--- src/rtl/execute_multicycle_ctrl_pkg.sv ---
// Shared definitions for the execute-stage multi-cycle unit sequencer:
// default parameter values, the controller state enum and a helper for
// the unit-select width.
package execute_multicycle_ctrl_pkg;

    localparam int MCU_XLEN    = 32;
    localparam int MCU_NUNIT   = 2;
    localparam int MCU_OP_W    = 4;
    localparam int MCU_TIMEOUT = 64;
    localparam int MCU_WADDR_W = 5;

    typedef enum logic [2:0] {
        MCU_IDLE  = 3'd0,
        MCU_ISSUE = 3'd1,
        MCU_WAIT  = 3'd2,
        MCU_DONE  = 3'd3,
        MCU_FLUSH = 3'd4
    } mcu_state_type;

    // A single unit still needs a one-bit select field.
    function automatic int mcu_usel_w(input int nunit);
        return (nunit > 1) ? $clog2(nunit) : 1;
    endfunction

endpackage

--- src/rtl/execute_multicycle_ctrl_watchdog.sv ---
// Watchdog timer for the multi-cycle sequencer.
// Ports:
//   clk_i, rst_ni  clock / asynchronous active-low reset
//   clear_i        reload the timer (op is being issued)
//   count_en_i     sequencer is waiting on the unit this cycle
//   expired_o      this waiting cycle is the last one allowed
// The timer counts down the remaining waiting cycles: it is loaded with
// TIMEOUT-1 and the terminal count of zero marks the final allowed cycle,
// i.e. the TIMEOUT-th waiting cycle since the issue.
module execute_multicycle_ctrl_watchdog
    import execute_multicycle_ctrl_pkg::*;
#(
    parameter int TIMEOUT = MCU_TIMEOUT
) (
    input  logic clk_i,
    input  logic rst_ni,
    input  logic clear_i,
    input  logic count_en_i,
    output logic expired_o
);

    localparam int CNT_W = $clog2(TIMEOUT);
    localparam logic [CNT_W-1:0] CNT_LOAD = CNT_W'(TIMEOUT - 1);

    logic [CNT_W-1:0] cnt_q;
    logic [CNT_W-1:0] cnt_d;

    always_comb begin
        cnt_d = cnt_q;
        if (clear_i) begin
            cnt_d = CNT_LOAD;
        end else if (count_en_i && (cnt_q != '0)) begin
            cnt_d = cnt_q - CNT_W'(1);
        end
    end

    always_ff @(posedge clk_i or negedge rst_ni) begin
        if (!rst_ni) begin
            cnt_q <= '0;
        end else begin
            cnt_q <= cnt_d;
        end
    end

    assign expired_o = count_en_i && (cnt_q == '0);

endmodule

--- src/rtl/execute_multicycle_ctrl.sv ---
// Execute-stage sequencer for NUNIT multi-cycle functional units.
// Latches one issued op, pulses the target unit's enable, stalls the
// pipeline until the unit reports ready, then presents one writeback.
// A kill drains an in-flight op and discards its result; a watchdog
// aborts a unit that never answers.
// Ports:
//   clk_i, rst_ni                 clock / asynchronous active-low reset
//   issue_*_i                     op request: valid, unit, op, waddr, operands
//   kill_i                        pipeline flush
//   hold_i                        downstream stall, freezes a finished result
//   fu_enable_o                   one-hot start pulse to the units
//   fu_op_o, fu_rdata1/2_o        latched op and operands to all units
//   fu_ready_i, fu_result_i       per-unit ready and result slices
//   stall_o                       execute stage must hold
//   wb_valid/wren/waddr/wdata_o   writeback
//   timeout_o                     one-cycle pulse on watchdog abort
//
// state     | meaning
// ----------+------------------------------------------------------------
// MCU_IDLE  | no op in flight, accepting issues
// MCU_ISSUE | enable pulse to the selected unit, watchdog reloaded
// MCU_WAIT  | waiting for the selected unit's ready
// MCU_DONE  | result presented on writeback, held while hold_i
// MCU_FLUSH | killed op still running in the unit, result to be dropped
module execute_multicycle_ctrl
    import execute_multicycle_ctrl_pkg::*;
#(
    parameter int XLEN    = MCU_XLEN,
    parameter int NUNIT   = MCU_NUNIT,
    parameter int OP_W    = MCU_OP_W,
    parameter int TIMEOUT = MCU_TIMEOUT,
    parameter int USEL_W  = mcu_usel_w(NUNIT)
) (
    input  logic                   clk_i,
    input  logic                   rst_ni,
    input  logic                   issue_valid_i,
    input  logic [USEL_W-1:0]      issue_unit_i,
    input  logic [OP_W-1:0]        issue_op_i,
    input  logic [4:0]             issue_waddr_i,
    input  logic [XLEN-1:0]        issue_rdata1_i,
    input  logic [XLEN-1:0]        issue_rdata2_i,
    input  logic                   kill_i,
    input  logic                   hold_i,
    output logic [NUNIT-1:0]       fu_enable_o,
    output logic [OP_W-1:0]        fu_op_o,
    output logic [XLEN-1:0]        fu_rdata1_o,
    output logic [XLEN-1:0]        fu_rdata2_o,
    input  logic [NUNIT-1:0]       fu_ready_i,
    input  logic [NUNIT*XLEN-1:0]  fu_result_i,
    output logic                   stall_o,
    output logic                   wb_valid_o,
    output logic                   wb_wren_o,
    output logic [4:0]             wb_waddr_o,
    output logic [XLEN-1:0]        wb_wdata_o,
    output logic                   timeout_o
);

    typedef struct packed {
        logic                   valid;
        logic [USEL_W-1:0]      unit;
        logic [OP_W-1:0]        op;
        logic [MCU_WADDR_W-1:0] waddr;
        logic [XLEN-1:0]        rdata1;
        logic [XLEN-1:0]        rdata2;
    } mcu_issue_type;

    typedef struct packed {
        logic                   valid;
        logic                   wren;
        logic [MCU_WADDR_W-1:0] waddr;
        logic [XLEN-1:0]        wdata;
    } mcu_wb_type;

    typedef struct packed {
        logic [USEL_W-1:0]      unit;
        logic [OP_W-1:0]        op;
        logic [MCU_WADDR_W-1:0] waddr;
        logic [XLEN-1:0]        rdata1;
        logic [XLEN-1:0]        rdata2;
        logic [XLEN-1:0]        result;
        logic                   timeout;
    } mcu_reg_type;

    localparam mcu_reg_type init_mcu_reg = '0;

    mcu_state_type state_q;
    mcu_state_type state_d;
    mcu_reg_type   reg_q;
    mcu_reg_type   reg_d;
    mcu_issue_type issue_w;
    mcu_wb_type    wb_w;

    logic            accept;
    logic            load_op;
    logic            sel_ready;
    logic [XLEN-1:0] sel_result;
    logic            wdog_clear;
    logic            wdog_en;
    logic            wdog_expired;

    assign issue_w = '{valid:  issue_valid_i,
                       unit:   issue_unit_i,
                       op:     issue_op_i,
                       waddr:  issue_waddr_i,
                       rdata1: issue_rdata1_i,
                       rdata2: issue_rdata2_i};

    // Out-of-range unit indices are dropped without stalling the pipe.
    assign accept = issue_w.valid && !kill_i && (int'(issue_w.unit) < NUNIT);

    // Only the latched unit's ready/result matter; the others are ignored.
    always_comb begin
        sel_ready  = 1'b0;
        sel_result = '0;
        for (int u = 0; u < NUNIT; u++) begin
            if (int'(reg_q.unit) == u) begin
                sel_ready  = fu_ready_i[u];
                sel_result = fu_result_i[u*XLEN +: XLEN];
            end
        end
    end

    assign wdog_clear = (state_q == MCU_ISSUE);
    assign wdog_en    = (state_q == MCU_WAIT) || (state_q == MCU_FLUSH);

    execute_multicycle_ctrl_watchdog #(
        .TIMEOUT (TIMEOUT)
    ) u_watchdog (
        .clk_i      (clk_i),
        .rst_ni     (rst_ni),
        .clear_i    (wdog_clear),
        .count_en_i (wdog_en),
        .expired_o  (wdog_expired)
    );

    always_ff @(posedge clk_i or negedge rst_ni) begin
        if (!rst_ni) begin
            state_q <= MCU_IDLE;
            reg_q   <= init_mcu_reg;
        end else begin
            state_q <= state_d;
            reg_q   <= reg_d;
        end
    end

    always_comb begin
        state_d       = state_q;
        reg_d         = reg_q;
        reg_d.timeout = 1'b0;
        load_op       = 1'b0;
        case (state_q)
            MCU_IDLE: begin
                if (accept) begin
                    state_d = MCU_ISSUE;
                    load_op = 1'b1;
                end
            end
            MCU_ISSUE: begin
                state_d = kill_i ? MCU_FLUSH : MCU_WAIT;
            end
            MCU_WAIT: begin
                // Ready beats the watchdog; a kill alongside ready just drops the result.
                if (sel_ready) begin
                    if (kill_i) begin
                        state_d = MCU_IDLE;
                    end else begin
                        state_d      = MCU_DONE;
                        reg_d.result = sel_result;
                    end
                end else if (wdog_expired) begin
                    state_d       = MCU_IDLE;
                    reg_d.timeout = 1'b1;
                end else if (kill_i) begin
                    state_d = MCU_FLUSH;
                end
            end
            MCU_DONE: begin
                if (kill_i) begin
                    state_d = MCU_IDLE;
                end else if (!hold_i) begin
                    if (accept) begin
                        state_d = MCU_ISSUE;
                        load_op = 1'b1;
                    end else begin
                        state_d = MCU_IDLE;
                    end
                end
            end
            MCU_FLUSH: begin
                if (sel_ready) begin
                    state_d = MCU_IDLE;
                end else if (wdog_expired) begin
                    state_d       = MCU_IDLE;
                    reg_d.timeout = 1'b1;
                end
            end
            default: begin
                state_d = MCU_IDLE;
            end
        endcase
        if (load_op) begin
            reg_d.unit   = issue_w.unit;
            reg_d.op     = issue_w.op;
            reg_d.waddr  = issue_w.waddr;
            reg_d.rdata1 = issue_w.rdata1;
            reg_d.rdata2 = issue_w.rdata2;
        end
    end

    always_comb begin
        fu_enable_o = '0;
        stall_o     = 1'b0;
        wb_w        = '0;
        case (state_q)
            MCU_IDLE: begin
                stall_o = accept;
            end
            MCU_ISSUE: begin
                stall_o = 1'b1;
                for (int u = 0; u < NUNIT; u++) begin
                    fu_enable_o[u] = (int'(reg_q.unit) == u);
                end
            end
            MCU_WAIT: begin
                stall_o = 1'b1;
            end
            MCU_DONE: begin
                // kill must suppress the writeback in the same cycle.
                wb_w.valid = !kill_i;
                wb_w.wren  = !kill_i && (reg_q.waddr != '0);
                wb_w.waddr = kill_i ? '0 : reg_q.waddr;
                wb_w.wdata = kill_i ? '0 : reg_q.result;
            end
            MCU_FLUSH: begin
                stall_o = issue_valid_i;
            end
            default: begin
                stall_o = 1'b0;
            end
        endcase
    end

    assign fu_op_o     = reg_q.op;
    assign fu_rdata1_o = reg_q.rdata1;
    assign fu_rdata2_o = reg_q.rdata2;
    assign wb_valid_o  = wb_w.valid;
    assign wb_wren_o   = wb_w.wren;
    assign wb_waddr_o  = wb_w.waddr;
    assign wb_wdata_o  = wb_w.wdata;
    assign timeout_o   = reg_q.timeout;

endmodule

--- config.mk ---
export PLATFORM = sky130hd
export DESIGN_NAME = execute_multicycle_ctrl
export DESIGN_NICKNAME = d
export VERILOG_FILES = /design/src/rtl/execute_multicycle_ctrl_pkg.sv /design/src/rtl/execute_multicycle_ctrl_watchdog.sv /design/src/rtl/execute_multicycle_ctrl.sv
export SDC_FILE = /design/constraint.sdc
export NUM_CORES = 1
export LEC_CHECK = 0
export ABC_AREA = 1
export CORE_ASPECT_RATIO = 0.5
export CORE_MARGIN = 5
export CORE_UTILIZATION = 43
export DETAILED_ROUTE_END_ITERATION = 6
export GPL_TIMING_DRIVEN = 0
export HOLD_SLACK_MARGIN = 0.12
export MAX_ROUTING_LAYER = met4
export PLACE_DENSITY = 0.82
export SYNTH_ARGS = -nofsm -noshare
export SYNTH_HDL_FRONTEND = slang
export SYNTH_SLANG_ARGS = --single-unit
--- constraint.sdc ---
create_clock -name clk_i -period 2.6 [get_ports clk_i]
set_clock_uncertainty 0.2 [all_clocks]
set_input_delay 0.78 -clock clk_i [delete_from_list [all_inputs] [get_ports clk_i]]
set_output_delay 0.78 -clock clk_i [all_outputs]
set_load 0.01 [all_outputs]
[Word level (Yosys, flattened, before mapping)]
Cells that the tools add are included.
Storage, ports and cells
  register bits after elaboration: 116
  output and inout port bits: 111
  word-level logic and storage cells: 63
Operators by class
  $add $sub $neg: 1
  eq/ne operators: 8
  mux-type cells: 28
  bitwise logic cells: 2
  reduce and logical (&&, ||, !) cells: 15
Operator list (number)
  32-bit two-way mux: 2
  39-bit two-way mux: 1
  3-bit two-way mux: 9
  3-bit case mux with 5 select lines: 1
  6-bit two-way mux: 2
  1-bit two-way mux: 8
  3-bit by 2-bit equality test with 1-bit output (second input constant): 2
  6-bit logical NOT: 1
  6-bit nonzero test: 1
  6-bit by 1-bit subtractor with 6-bit output (second input constant): 1
  5-bit two-way mux: 1
  5-bit nonzero test: 1
  1-bit logical AND: 4
  2-bit two-way mux: 2
  4-bit by 3-bit != test with 1-bit output (second input constant): 1
  4-bit AND reduction: 1
  2-bit OR reduction: 2
  3-bit by 1-bit equality test with 1-bit output (second input constant): 1
  3-bit equality test (second input constant): 1
  3-bit logical NOT: 1
  3-bit by 2-bit != test with 1-bit output (second input constant): 1
  3-bit != test (second input constant): 1
  1-bit case mux with 3 select lines: 1
  3-bit AND reduction: 1
  6 further kinds: 7

[Longest topological paths before layout]
Gate-level depths: netlist (run 1).
  word-level depth: 6
  depth in mapped cells: 10
  mapped depth without buffers: 9

[Cells and area by module]
From an unflattened synthesis (run 1), not the netlist that was laid out.
Unflattened totals
  cell total of the unflattened synthesis: 742
  area total of the unflattened synthesis: 5979.5 um^2
Modules (own cells, without submodules)
  execute_multicycle_ctrl: times used 1, cells each 691, area each 5569.1 um^2
  execute_multicycle_ctrl_watchdog: times used 1, cells each 51, area each 410.4 um^2

[Worst setup path after synthesis (run 1)]
Ideal clock, no wire load.
  path kind: input-to-output
  from: input port kill_i
  to: output port wb_wdata_o[10]
  arrival: 1.407 ns
  data required time: 1.620 ns
  setup slack: 0.213 ns
  stages: 4
  cells stage by stage: inv_2 buf_1 nand2_1 nor2_1
Between the ends
  longest elaborated chain between the ends: 2
Ends and longest elaborated chain
  start: declaration: RTL line execute_multicycle_ctrl.sv:42  | input logic kill_i,
  32-bit two-way mux: RTL line execute_multicycle_ctrl.sv:232  | wb_w.wdata = kill_i ? '0 : reg_q.result;
  39-bit two-way mux: RTL line execute_multicycle_ctrl.sv:214  | case (state_q)
  end: declaration: RTL line execute_multicycle_ctrl.sv:54  | output logic [XLEN-1:0] wb_wdata_o,
No other way between the ends.

[Final worst setup path (run 1)]
  from: register state_q[2]
  to: output port stall_o
Between the ends
  longest elaborated chain between the ends: 3
  elaborated cells on any way between the ends: 6
Ends and longest elaborated chain
  start: declaration: RTL line execute_multicycle_ctrl.sv:86  | mcu_state_type state_q;
  start signal: assignment: RTL line execute_multicycle_ctrl.sv:141  | state_q <= state_d;
  3-bit by 2-bit equality test with 1-bit output or 3-bit by 1-bit equality test with 1-bit output (tied branches): RTL line execute_multicycle_ctrl.sv:214
  2-bit OR reduction (no source line)
  1-bit case mux with 3 select lines *: RTL line execute_multicycle_ctrl.sv:214
  end: declaration: RTL line execute_multicycle_ctrl.sv:50  | output logic stall_o,
Mark *: on every way between the ends. The rest lies on a longest branch, timed or not.

==> results of run 1 <==
==> metrics by stage <==
stage	setup slack [ns]	util, %	hold WS (ns)
after CTS	-0.09831	69.36	0.3122
after global routing	-0.06864	70.65	0.3439
after global placement	-4.045	64.12	0.2923
after detailed placement	-1.117	64.33	0.3017
after floorplan	0.2133	-	0.2729
final	0.02644	70.65	0.3209
==> repair_timing <==
action | 4_1_cts | 5_1_grt
pin swaps | 3 | 5
hold buffers | 1 | 0
hold endpoints to repair | 22 | 0
setup buffers | 15 | 5
setup endpoints to repair | 42 | 36
resized for setup | 197 | 61
cloned | 1 | 0
==> synthesized netlist by cell type (2+ instances only) <==
master	instances	area, sq um
sky130_fd_sc_hd__buf_6	7	78.83
sky130_fd_sc_hd__dfrtp_1	116	2903
sky130_fd_sc_hd__a21oi_1	3	15.01
sky130_fd_sc_hd__nand2_1	193	724.4
sky130_fd_sc_hd__inv_2	2	7.510
sky130_fd_sc_hd__o21ai_0	54	270.3
sky130_fd_sc_hd__nor3_1	3	15.01
sky130_fd_sc_hd__nand3_1	12	60.06
sky130_fd_sc_hd__buf_4	74	555.5
sky130_fd_sc_hd__ha_1	2	25.02
sky130_fd_sc_hd__buf_2	8	40.04
sky130_fd_sc_hd__nand4_1	3	18.77
sky130_fd_sc_hd__o21ai_1	31	155.2
sky130_fd_sc_hd__clkbuf_1	12	45.04
sky130_fd_sc_hd__inv_1	88	330.3
sky130_fd_sc_hd__nor2_1	82	307.8
sky130_fd_sc_hd__buf_1	3	11.26
sky130_fd_sc_hd__a31oi_1	32	200.2
==> cells in the final DEF (no fill, tap or decap), drive strengths merged, types with 2 or more instances in the layout <==
master         instances
clkdlybuf4s50        210
nand2                194
buf                  157
dfrtp                116
inv                   90
o21ai                 86
nor2                  83
a31oi                 32
clkbuf                32
nand3                 13
clkinv                 5
bufinv                 4
nand4                  3
a21oi                  3
nor3                   3
ha                     2
clkinvlp               2
==> power by group <==
group | internal [uW] | total (uW) | switching [uW]
clock network | 1660 | 2490 | 826
logic | 2580 | 4760 | 2190
registers | 2690 | 3170 | 481
==> cell type report <==
cell class	count	area, sq um	area share [%]
buffer	104	798.3	8.431
clock buffer	20	466.7	4.929
clock inverter	10	155.1	1.639
inverter	91	350.3	3.700
multi-input combinational	420	1989	21.01
sequential	116	2907	30.70
tap	176	220.2	2.326
timing repair buffer	278	2581	27.26
==> cell families (layout without fill, tap and decap cells) <==
| logic type | after synthesis | after routing | synth area share (%) |
|---|---|---|---|
| compound gates | 121 | 121 | 11.29 |
| buf+inv | 195 | 503 | 18.43 |
| flops | 116 | 116 | 49.88 |
| fa+ha+maj | 2 | 2 | 0.4299 |
| simple gates | 296 | 296 | 19.82 |
| xor+xnor | 1 | 1 | 0.1505 |
==> registers in the layout, summed over array words and instances, names as in the netlist <==
signal,cells
fu_op_o,4
timeout_o,1
reg_q,38
state_q,3
fu_rdata1_o,32
u_watchdog.cnt_q,6
fu_rdata2_o,32
==> routing by layer <==
layer	part of all wire (%)	routed length (um)	up-vias
met4	3.6	649	0
met2	52	9531	194
met3	4.6	844	59
li1	-	-	2800
met5	0	0	-
met1	39	7147	2678
==> how the worst min path moves through the flow <==
stage	start	to	slack, ns	cells past startpoint
after CTS	u_watchdog.cnt_q[5]$_DFFE_PN0P_	u_watchdog.cnt_q[5]$_DFFE_PN0P_	0.31	2
after global routing	fu_rdata1_o[17]$_DFFE_PN0P_	fu_rdata1_o[17]$_DFFE_PN0P_	0.34	2
after detailed placement	u_watchdog.cnt_q[5]$_DFFE_PN0P_	u_watchdog.cnt_q[5]$_DFFE_PN0P_	0.30	2
after global placement	u_watchdog.cnt_q[5]$_DFFE_PN0P_	u_watchdog.cnt_q[5]$_DFFE_PN0P_	0.29	2
final	fu_op_o[3]$_DFFE_PN0P_	fu_op_o[3]$_DFFE_PN0P_	0.32	2
after floorplan	u_watchdog.cnt_q[4]$_DFFE_PN0P_	u_watchdog.cnt_q[4]$_DFFE_PN0P_	0.27	2
==> worst max-delay path: stages, from the launching register on <==
cell and delay, ns:
sky130_fd_sc_hd__dfrtp_2 0.42, sky130_fd_sc_hd__buf_4 0.15, sky130_fd_sc_hd__nor3_4 0.26, sky130_fd_sc_hd__nand3_4 0.13, sky130_fd_sc_hd__nand3_2 0.10, sky130_fd_sc_hd__buf_2 0.13
==> flow_summary.yaml, run 1 <==
global_routing:
  grt_use_met1_pct: 25.50
  globalRoute.busiestLayer: "met2"
  grt_pass1_wl_um: 28960
  globalRouteOverflowTotal: 0
  via_count_of_the_first_global_routing_pass: 5852
  grt_use_met2_pct: 40.68
  grt.met3_usage_pct: 4.119
  groute.usage.overall_pct: 22.94
  antenna_violations_before_repair: 0
  grt_max_degree: 95
routing:
  routedWlPerCell_um: 14.96
  first_iter_violations: 303
  1st_pass_router_iterations: 5
  dr_total_vias: 5731
  drc: 0
  detail_route.vias_per_cell: 4.717
  routed_wire_length_um: 18170
  antenna_violating_nets_post_route: 0
cells_and_area:
  diodes: 0
  fin_area_sq_um: 9468
  finalNetCount: 1175
  instances_no_fill: 1215
  num-fill-cells: 1030
  area_delta_synth_final_pct: 62.70
  post_route_cells_drive_above_1_share_pct: 22.91
power_and_ir_drop:
  power_per_cell_area_nw_per_um2: 1100
  cell_leakage_power_uw: 0.004473
  fin_total_pwr_uw: 10420
  ir_drop_mv: 0.4190
place:
  placedCellCount: 1163
  placedInstanceArea_sq_um: 8621
  finalWeightedCongestion: 0.8046
  buffer_ports.inserted: 255
  hpwlAfterDp_um: 12870
synthesis:
  synth_warnings: 0
  ys.flop_type: "sky130_fd_sc_hd__dfrtp_1"
  post_synth.cell_area_avg_sq_um: 7.961
  synthesis.area_sq_um: 5819
  edff_count_synth: 0
  ys_async_sr_fraction_pct: 100.0
  seq_area_frac_synth_pct: 49.88
  ys_seq_elements: 116
  ys_types: 24
  synth_fp_nets: 878
  synthesis.instances: 731
floorplanning:
  placement_rows: 30
  floorplan.core_area_sq_um: 13400
  floorplan.die_area_sq_um: 16100
  effective_utilization_at_floorplan_pct: 43.43
  boundaryPins: 256
  die_w_um: 174.5
  die_height_um: 92.26
sta:
  fin_crit_ns: 2.574
  slew_viol_final: 0
  unrepaired_setup_endpoints_after_global_routing: "yes"
  final.setup.tns_ns: 0
  slew_hr_pct: 66.89
  tightestPinTransition_ns: 0.4967
  hold_viol_final: 0
  finalCritPeriodShare_pct: 98.98
  clock.fmax_mhz: 388.6
  setup-violations-final: 0
critical_path:
  cp-end-kind: "primary output"
  rr_worst_depth: 11
  worstSetupStartpointType: "flop"
  critical_path_class: "reg -> out"
  arrival_ns: 1.59
  regToRegEndpoint: "fu_rdata2_o[9]$_DFFE_PN0P_"
  crit_end: "stall_o"
  crit_required_ns: 1.62
  reg2reg_slack_ns: 0.34
  worst_r2r_startpoint: "state_q[2]$_DFFE_PN0P_"
  critPathMaxFanout: 3
  cp-startpoint: "state_q[2]$_DFFE_PN0P_"
run:
  drv_cap: 0
run_status:
  status: "finished, final reports clean"
cts:
  clk_latency_ns: 0.41
  clock_tree.root_cell: "sky130_fd_sc_hd__clkbuf_16"
  cts-buffers-inserted: 17
  clockBufferDepth: 2
  cts_tree: "yes"
  clk_pin_slew_ns: 0.06
  number_of_clock_sinks: 116
  cts_max_level: 4
min_path:
  min_path_type: "reg -> reg"
(Power assumes the default switching activity.)
==> inputs of run 2 (changes only) <==
- SLEW_MARGIN: not set -> 10
==> run 2 against run 1 <==
Non-clock buffer count fell by 7. Largest cell class unchanged. Utilization fell by 1.3 points. Critical path type unchanged. Largest power group unchanged. Sequential power about the same. Final cell count shrank 0.49%.
==> flow_summary.yaml, run 2 (same netlist as run 1, synthesis figures left out) <==
global_routing:
  globalRouteOverflowTotal: 0
  groute.usage.overall_pct: 22.65
  via_count_of_the_first_global_routing_pass: 5717
  grt_pass1_wl_um: 28540
  antenna_violations_before_repair: 0
  grt_max_degree: 70
power_and_ir_drop:
  sw_frac_of_total_pct: 33.36
  ir_drop_mv: 0.5561
  cell_leakage_power_uw: 0.004444
  pwr-share-clk_pct: 23.8
  seq_power_share_pct: 30.7
  intPower_uw: 6866
  combPwrFrac_pct: 45.6
  power_per_cell_area_nw_per_um2: 1109
  switching_power_uw: 3437
critical_path:
  reg2reg_slack_ns: 0.45
  worst_r2r_startpoint: "state_q[1]$_DFFE_PN0P_"
  crit_required_ns: 1.62
  critical_path_class: "reg -> out"
  cpLargestDelayFamily: "flip-flops"
  crit_end: "fu_enable_o[0]"
  critPathMaxStageDelay_ns: 0.44
  critPathMaxFanout: 7
  worstSetupStartpointType: "flop"
  worst_path_max_delay_cell: "sky130_fd_sc_hd__dfrtp_2"
  regToRegEndpoint: "fu_rdata1_o[3]$_DFFE_PN0P_"
  worstSetupPathDepth: 5
  cp-startpoint: "state_q[1]$_DFFE_PN0P_"
  cp-end-kind: "primary output"
  timing.critical_path.cells: "buf_4, nor3_4, inv_2, nor2_1, clkbuf_2"
  arrival_ns: 1.59
  worstPathBufferInverterCount: 3
  rr_worst_depth: 8
cells_and_area:
  number_of_flip_flops_in_the_largest_register: 38
  diodes: 0
  register_with_the_most_flip_flops: "reg_q"
  post_route_cells_drive_above_1_share_pct: 20.52
  instances_no_fill: 1209
  layout.cells.most_common_list: "sky130_fd_sc_hd__clkdlybuf4s50_1 (210), sky130_fd_sc_hd__nand2_1 (192), sky130_fd_sc_hd__dfrtp_1 (113)"
  num-fill-cells: 1067
  area_delta_synth_final_pct: 59.66
  multiInputGateArea_sq_um: 1909
  area.sequential_sq_um: 2907
  finalNetCount: 1168
  most_frequent_standard_cell_in_the_layout_excluding_fill_and_tap_cells: "sky130_fd_sc_hd__clkdlybuf4s50_1"
cts:
  clk_pin_slew_ns: 0.06
  clock_tree.root_cell: "sky130_fd_sc_hd__clkbuf_16"
  clockBufferDepth: 2
  cts_max_level: 4
  cts_tree: "yes"
  number_of_clock_sinks: 116
  clk_latency_ns: 0.41
  cts_hold_buf: 0
  cts-buffers-inserted: 17
routing:
  routed_wire_length_on_met2_um: 9340
  met3WireLength_um: 916
  routed_wire_length_um: 17940
  wl_met1_um: 7165
  routedWlPerCell_um: 14.84
  detail_route.vias_per_cell: 4.738
  antenna_violating_nets_post_route: 0
  first_iter_violations: 271
  1st_pass_router_iterations: 5
  drc: 0
  dr_total_vias: 5728
  top_layer: "met4"
sta:
  unrepaired_setup_endpoints_after_global_routing: "yes"
  slew_hr_pct: 56.03
  hold_ws_ns: 0.1799
  slew_viol_final: 0
  setup-violations-final: 0
  clock.fmax_mhz: 388.7
  fin_crit_ns: 2.572
  finalCritPeriodShare_pct: 98.94
  tightestPinTransition_ns: 0.6596
  hold_viol_final: 0
place:
  buffer_ports.inserted: 255
  finalWeightedCongestion: 0.8046
  hpwlAfterDp_um: 12910
  placedCellCount: 1163
floorplanning:
  die_w_um: 174.5
  effective_utilization_at_floorplan_pct: 43.43
  placement_rows: 30
  boundaryPins: 256
  floorplan.die_area_sq_um: 16100
  floorplan.core_area_sq_um: 13400
  die_height_um: 92.26
min_path:
  min_path_type: "in -> async"
run:
  drv_cap: 0
run_status:
  status: "finished, final reports clean"
==> run 2: per-stage QoR <==
stage | total power, uW | utilization (%) | setup slack, ns | TNS [ns] | cell area (sq um)
detailed placement | 7663 | 64.33 | -1.119 | -47.56 | 8621
finish | 10300 | 69.34 | 0.02750 | 0 | 9291
floorplan | 5665 | - | 0.2133 | 0 | 5819
global route | 11010 | 69.34 | -0.04083 | -0.1418 | 9291
CTS | 10230 | 68.94 | -0.09162 | -0.09162 | 9238
global placement | 7518 | 64.12 | -4.045 | -511.94 | 8592
==> run 2: power by group through the flow <==
stage | Combinational, uW | Clock (uW) | Sequential, uW
2_1_floorplan | 2620 | 0 | 3050
3_3_place_gp | 4390 | 0 | 3130
3_5_place_dp | 4500 | 0 | 3160
4_1_cts | 4590 | 2480 | 3160
5_1_grt | 5160 | 2580 | 3270
6_report | 4700 | 2450 | 3160
==> run 2: worst min path at each step <==
| stage | from | end | slack [ns] | cells after the start |
|---|---|---|---|---|
| after global placement | u_watchdog.cnt_q[5]$_DFFE_PN0P_ | u_watchdog.cnt_q[5]$_DFFE_PN0P_ | 0.29 | 2 |
| after detailed placement | u_watchdog.cnt_q[5]$_DFFE_PN0P_ | u_watchdog.cnt_q[5]$_DFFE_PN0P_ | 0.31 | 2 |
| final | rst_ni | reg_q[9]$_DFFE_PN0P_ | 0.18 | 1 |
| after floorplan | u_watchdog.cnt_q[4]$_DFFE_PN0P_ | u_watchdog.cnt_q[4]$_DFFE_PN0P_ | 0.27 | 2 |
| after CTS | rst_ni | reg_q[9]$_DFFE_PN0P_ | 0.21 | 1 |
| after global routing | rst_ni | reg_q[9]$_DFFE_PN0P_ | 0.24 | 1 |
==> run 2: metal layers <==
metal / vias to the layer above / track usage, %
met3: 44 / 4.077
met1: 2700 / 26.04
met5: - / -
met2: 195 / 39.71
li1: 2789 / -
met4: 0 / 9.144
==> run 2: what timing repair did <==
item                                    CTS  global route
cloned                                    0             1
pin swaps                                 4             4
setup buffers                             6             9
endpoints found under the setup margin   42            41
resized for setup                       180            42
==> run 2: layout make-up <==
type / instances / share of cell area [%]
Buffer: 103 / 8.363
Clock buffer: 19 / 4.875
Clock inverter: 12 / 1.724
Inverter: 91 / 3.838
Multi-Input combinational cell: 420 / 20.55
Sequential cell: 116 / 31.28
Tap cell: 176 / 2.370
Timing Repair Buffer: 272 / 27.00
==> inputs of run 3 (changes only) <==
- CORE_UTILIZATION: 43 -> 44
- CTS_BUF_LIST: not set -> sky130_fd_sc_hd__clkbuf_4 sky130_fd_sc_hd__clkbuf_8
- PLACE_DENSITY: 0.82 -> 0.83
==> run 3 against run 2 <==
The run now ends with negative setup slack left. Worst hold slack better by 0.14 ns. Sequential share of layout area up 0.64 points. Count of clock-buffer cells in the layout down 2. Worst setup slack worse by 0.033 ns. Sequential cell count unchanged. Total power down 6.9%. Wire length down 1.7%. Cell area down 2.1%. Register-to-register slack about the same. Sequential power about the same. Clock power down 28%. Combinational power about the same. Largest cell class unchanged. Highest routed layer unchanged.
==> flow_summary.yaml, run 3 (same netlist as run 1, synthesis figures left out) <==
floorplanning:
  die_height_um: 91.32
  floorplan.core_area_sq_um: 12810
  floorplan.die_area_sq_um: 15770
  die_w_um: 172.6
  effective_utilization_at_floorplan_pct: 45.43
  boundaryPins: 256
  placement_rows: 29
cells_and_area:
  most_frequent_standard_cell_in_the_layout_excluding_fill_and_tap_cells: "sky130_fd_sc_hd__clkdlybuf4s50_1"
  instances_no_fill: 1207
  register_with_the_most_flip_flops: "reg_q"
  post_route_cells_drive_above_1_share_pct: 20.25
  area_delta_synth_final_pct: 56.38
  finish.utilization_pct: 71.05
  finalNetCount: 1171
  number_of_flip_flops_in_the_largest_register: 38
  layout.cells.most_common_list: "sky130_fd_sc_hd__clkdlybuf4s50_1 (210), sky130_fd_sc_hd__nand2_1 (191), sky130_fd_sc_hd__dfrtp_1 (114)"
  diodes: 0
routing:
  met3WireLength_um: 827
  1st_pass_router_iterations: 4
  antenna_violating_nets_post_route: 0
  routedWlPerCell_um: 14.61
  top_layer: "met4"
  detail_route.vias_per_cell: 4.693
  wl_met1_um: 7014
  routed_wire_length_on_met2_um: 9241
  drc: 0
  first_iter_violations: 336
  dr_total_vias: 5665
  routed_wire_length_um: 17630
sta:
  hold_ws_ns: 0.3231
  hold_viol_final: 0
  clock.fmax_mhz: 383.8
  finalCritPeriodShare_pct: 100.2
  slew_viol_final: 0
  tightestPinTransition_ns: 0.5143
  fin_crit_ns: 2.606
  unrepaired_setup_endpoints_after_global_routing: "yes"
  final.setup.worst_slack_ns: -0.005672
  setup-violations-final: 1
  slew_hr_pct: 65.71
global_routing:
  globalRouteOverflowTotal: 0
  via_count_of_the_first_global_routing_pass: 5833
  grt_pass1_wl_um: 28550
  grt_max_degree: 82
  groute.usage.overall_pct: 22.71
  antenna_violations_before_repair: 0
power_and_ir_drop:
  fin_total_pwr_uw: 9590
  cell_leakage_power_uw: 0.004330
  power_per_cell_area_nw_per_um2: 1054
  ir_drop_mv: 0.5445
critical_path:
  arrival_ns: 1.63
  crit_required_ns: 1.62
  critPathMaxFanout: 4
  cp-end-kind: "primary output"
  worstSetupStartpointType: "flop"
  critical_path_class: "reg -> out"
cts:
  cts-buffers-inserted: 17
  clk_latency_ns: 0.42
  clockBufferDepth: 2
  cts_tree: "yes"
  clock_tree.root_cell: "sky130_fd_sc_hd__clkbuf_8"
  number_of_clock_sinks: 116
  clk_pin_slew_ns: 0.07
  cts_max_level: 4
place:
  hpwlAfterDp_um: 13200
  placedCellCount: 1157
  finalWeightedCongestion: 0.8236
  buffer_ports.inserted: 255
run_status:
  violations: "negative setup slack"
  status: "finished, violations left"
min_path:
  min_path_type: "reg -> reg"
run:
  drv_cap: 0
[run 3: cell count changes in the layout (fill, tap and decap cells not counted), sizes merged]
| cell | previous run | this run |
|---|---|---|
| clkinvlp | 0 | 7 |
| clkbuf | 37 | 36 |
| inv | 90 | 92 |
| dlygate4sd3 | 0 | 1 |
| buf | 146 | 147 |
| bufinv | 4 | 3 |
| clkinv | 9 | 4 |
[run 3: worst max-delay path, stage by stage (launching register included)]
cell	delay, ns
sky130_fd_sc_hd__dfrtp_2	0.42
sky130_fd_sc_hd__buf_4	0.17
sky130_fd_sc_hd__nor3_4	0.23
sky130_fd_sc_hd__nand3_2	0.15
sky130_fd_sc_hd__nand3_1	0.11
sky130_fd_sc_hd__buf_2	0.13
[run 3: metrics by stage]
| step | worst slack [ns] | cell area [sq um] | TNS, ns |
|---|---|---|---|
| after floorplan | 0.2133 | 5819 | 0 |
| after global placement | -4.015 | 8584 | -508.95 |
| after detailed placement | -1.075 | 8613 | -46.54 |
| after CTS | -0.05992 | 9106 | -0.05992 |
| after global routing | -0.09998 | 9100 | -0.4101 |
| final | -0.005672 | 9100 | -0.005672 |
[run 3: repair_timing]
action / 4_1_cts / 5_1_grt
hold buffers: 1 / 0
setup endpoints to repair: 42 / 31
gates resized for setup: 182 / 33
endpoints found under the hold margin: 35 / 0
setup buffers: 13 / 4
pin swaps: 2 / 8
[run 3: path summary, 6_finish.rpt]
path	cells past startpoint	to	startpoint	slack (ns)
max	5	stall_o	state_q[2]$_DFFE_PN0P_	-0.006
min	2	fu_rdata2_o[31]$_DFFE_PN0P_	fu_rdata2_o[31]$_DFFE_PN0P_	0.32
max reg2reg	9	fu_rdata2_o[3]$_DFFE_PN0P_	state_q[0]$_DFFE_PN0P_	0.46
min reg2reg	2	fu_rdata2_o[31]$_DFFE_PN0P_	fu_rdata2_o[31]$_DFFE_PN0P_	0.32
max in group asynchronous	3	fu_rdata1_o[26]$_DFFE_PN0P_	rst_ni	0.86
min in group asynchronous	2	u_watchdog.cnt_q[5]$_DFFE_PN0P_	rst_ni	0.62
[run 3: power breakdown]
group	internal [uW]	switching [uW]	leakage, uW
sequential	2680	479	0.00139
combinational	2560	2110	0.00275
clock	952	803	0.000187
[run 3: cell type report]
cell class,count,area (sq um)
inverters,91,349.1
plain buffers,104,802.0
repair buffers,274,2516
fillers,1021,3709
clock buffers,17,234.0
multi-input cells,420,1898
well taps,170,212.7
clock inverters,15,182.7
flip-flops and latches,116,2905
[run 3: metal layers]
| layer | vias up | global-route usage, % |
|---|---|---|
| met2 | 179 | 39.46 |
| met1 | 2649 | 25.47 |
| li1 | 2792 | - |
| met4 | 0 | 9.031 |
| met5 | - | - |
| met3 | 45 | 5.519 |
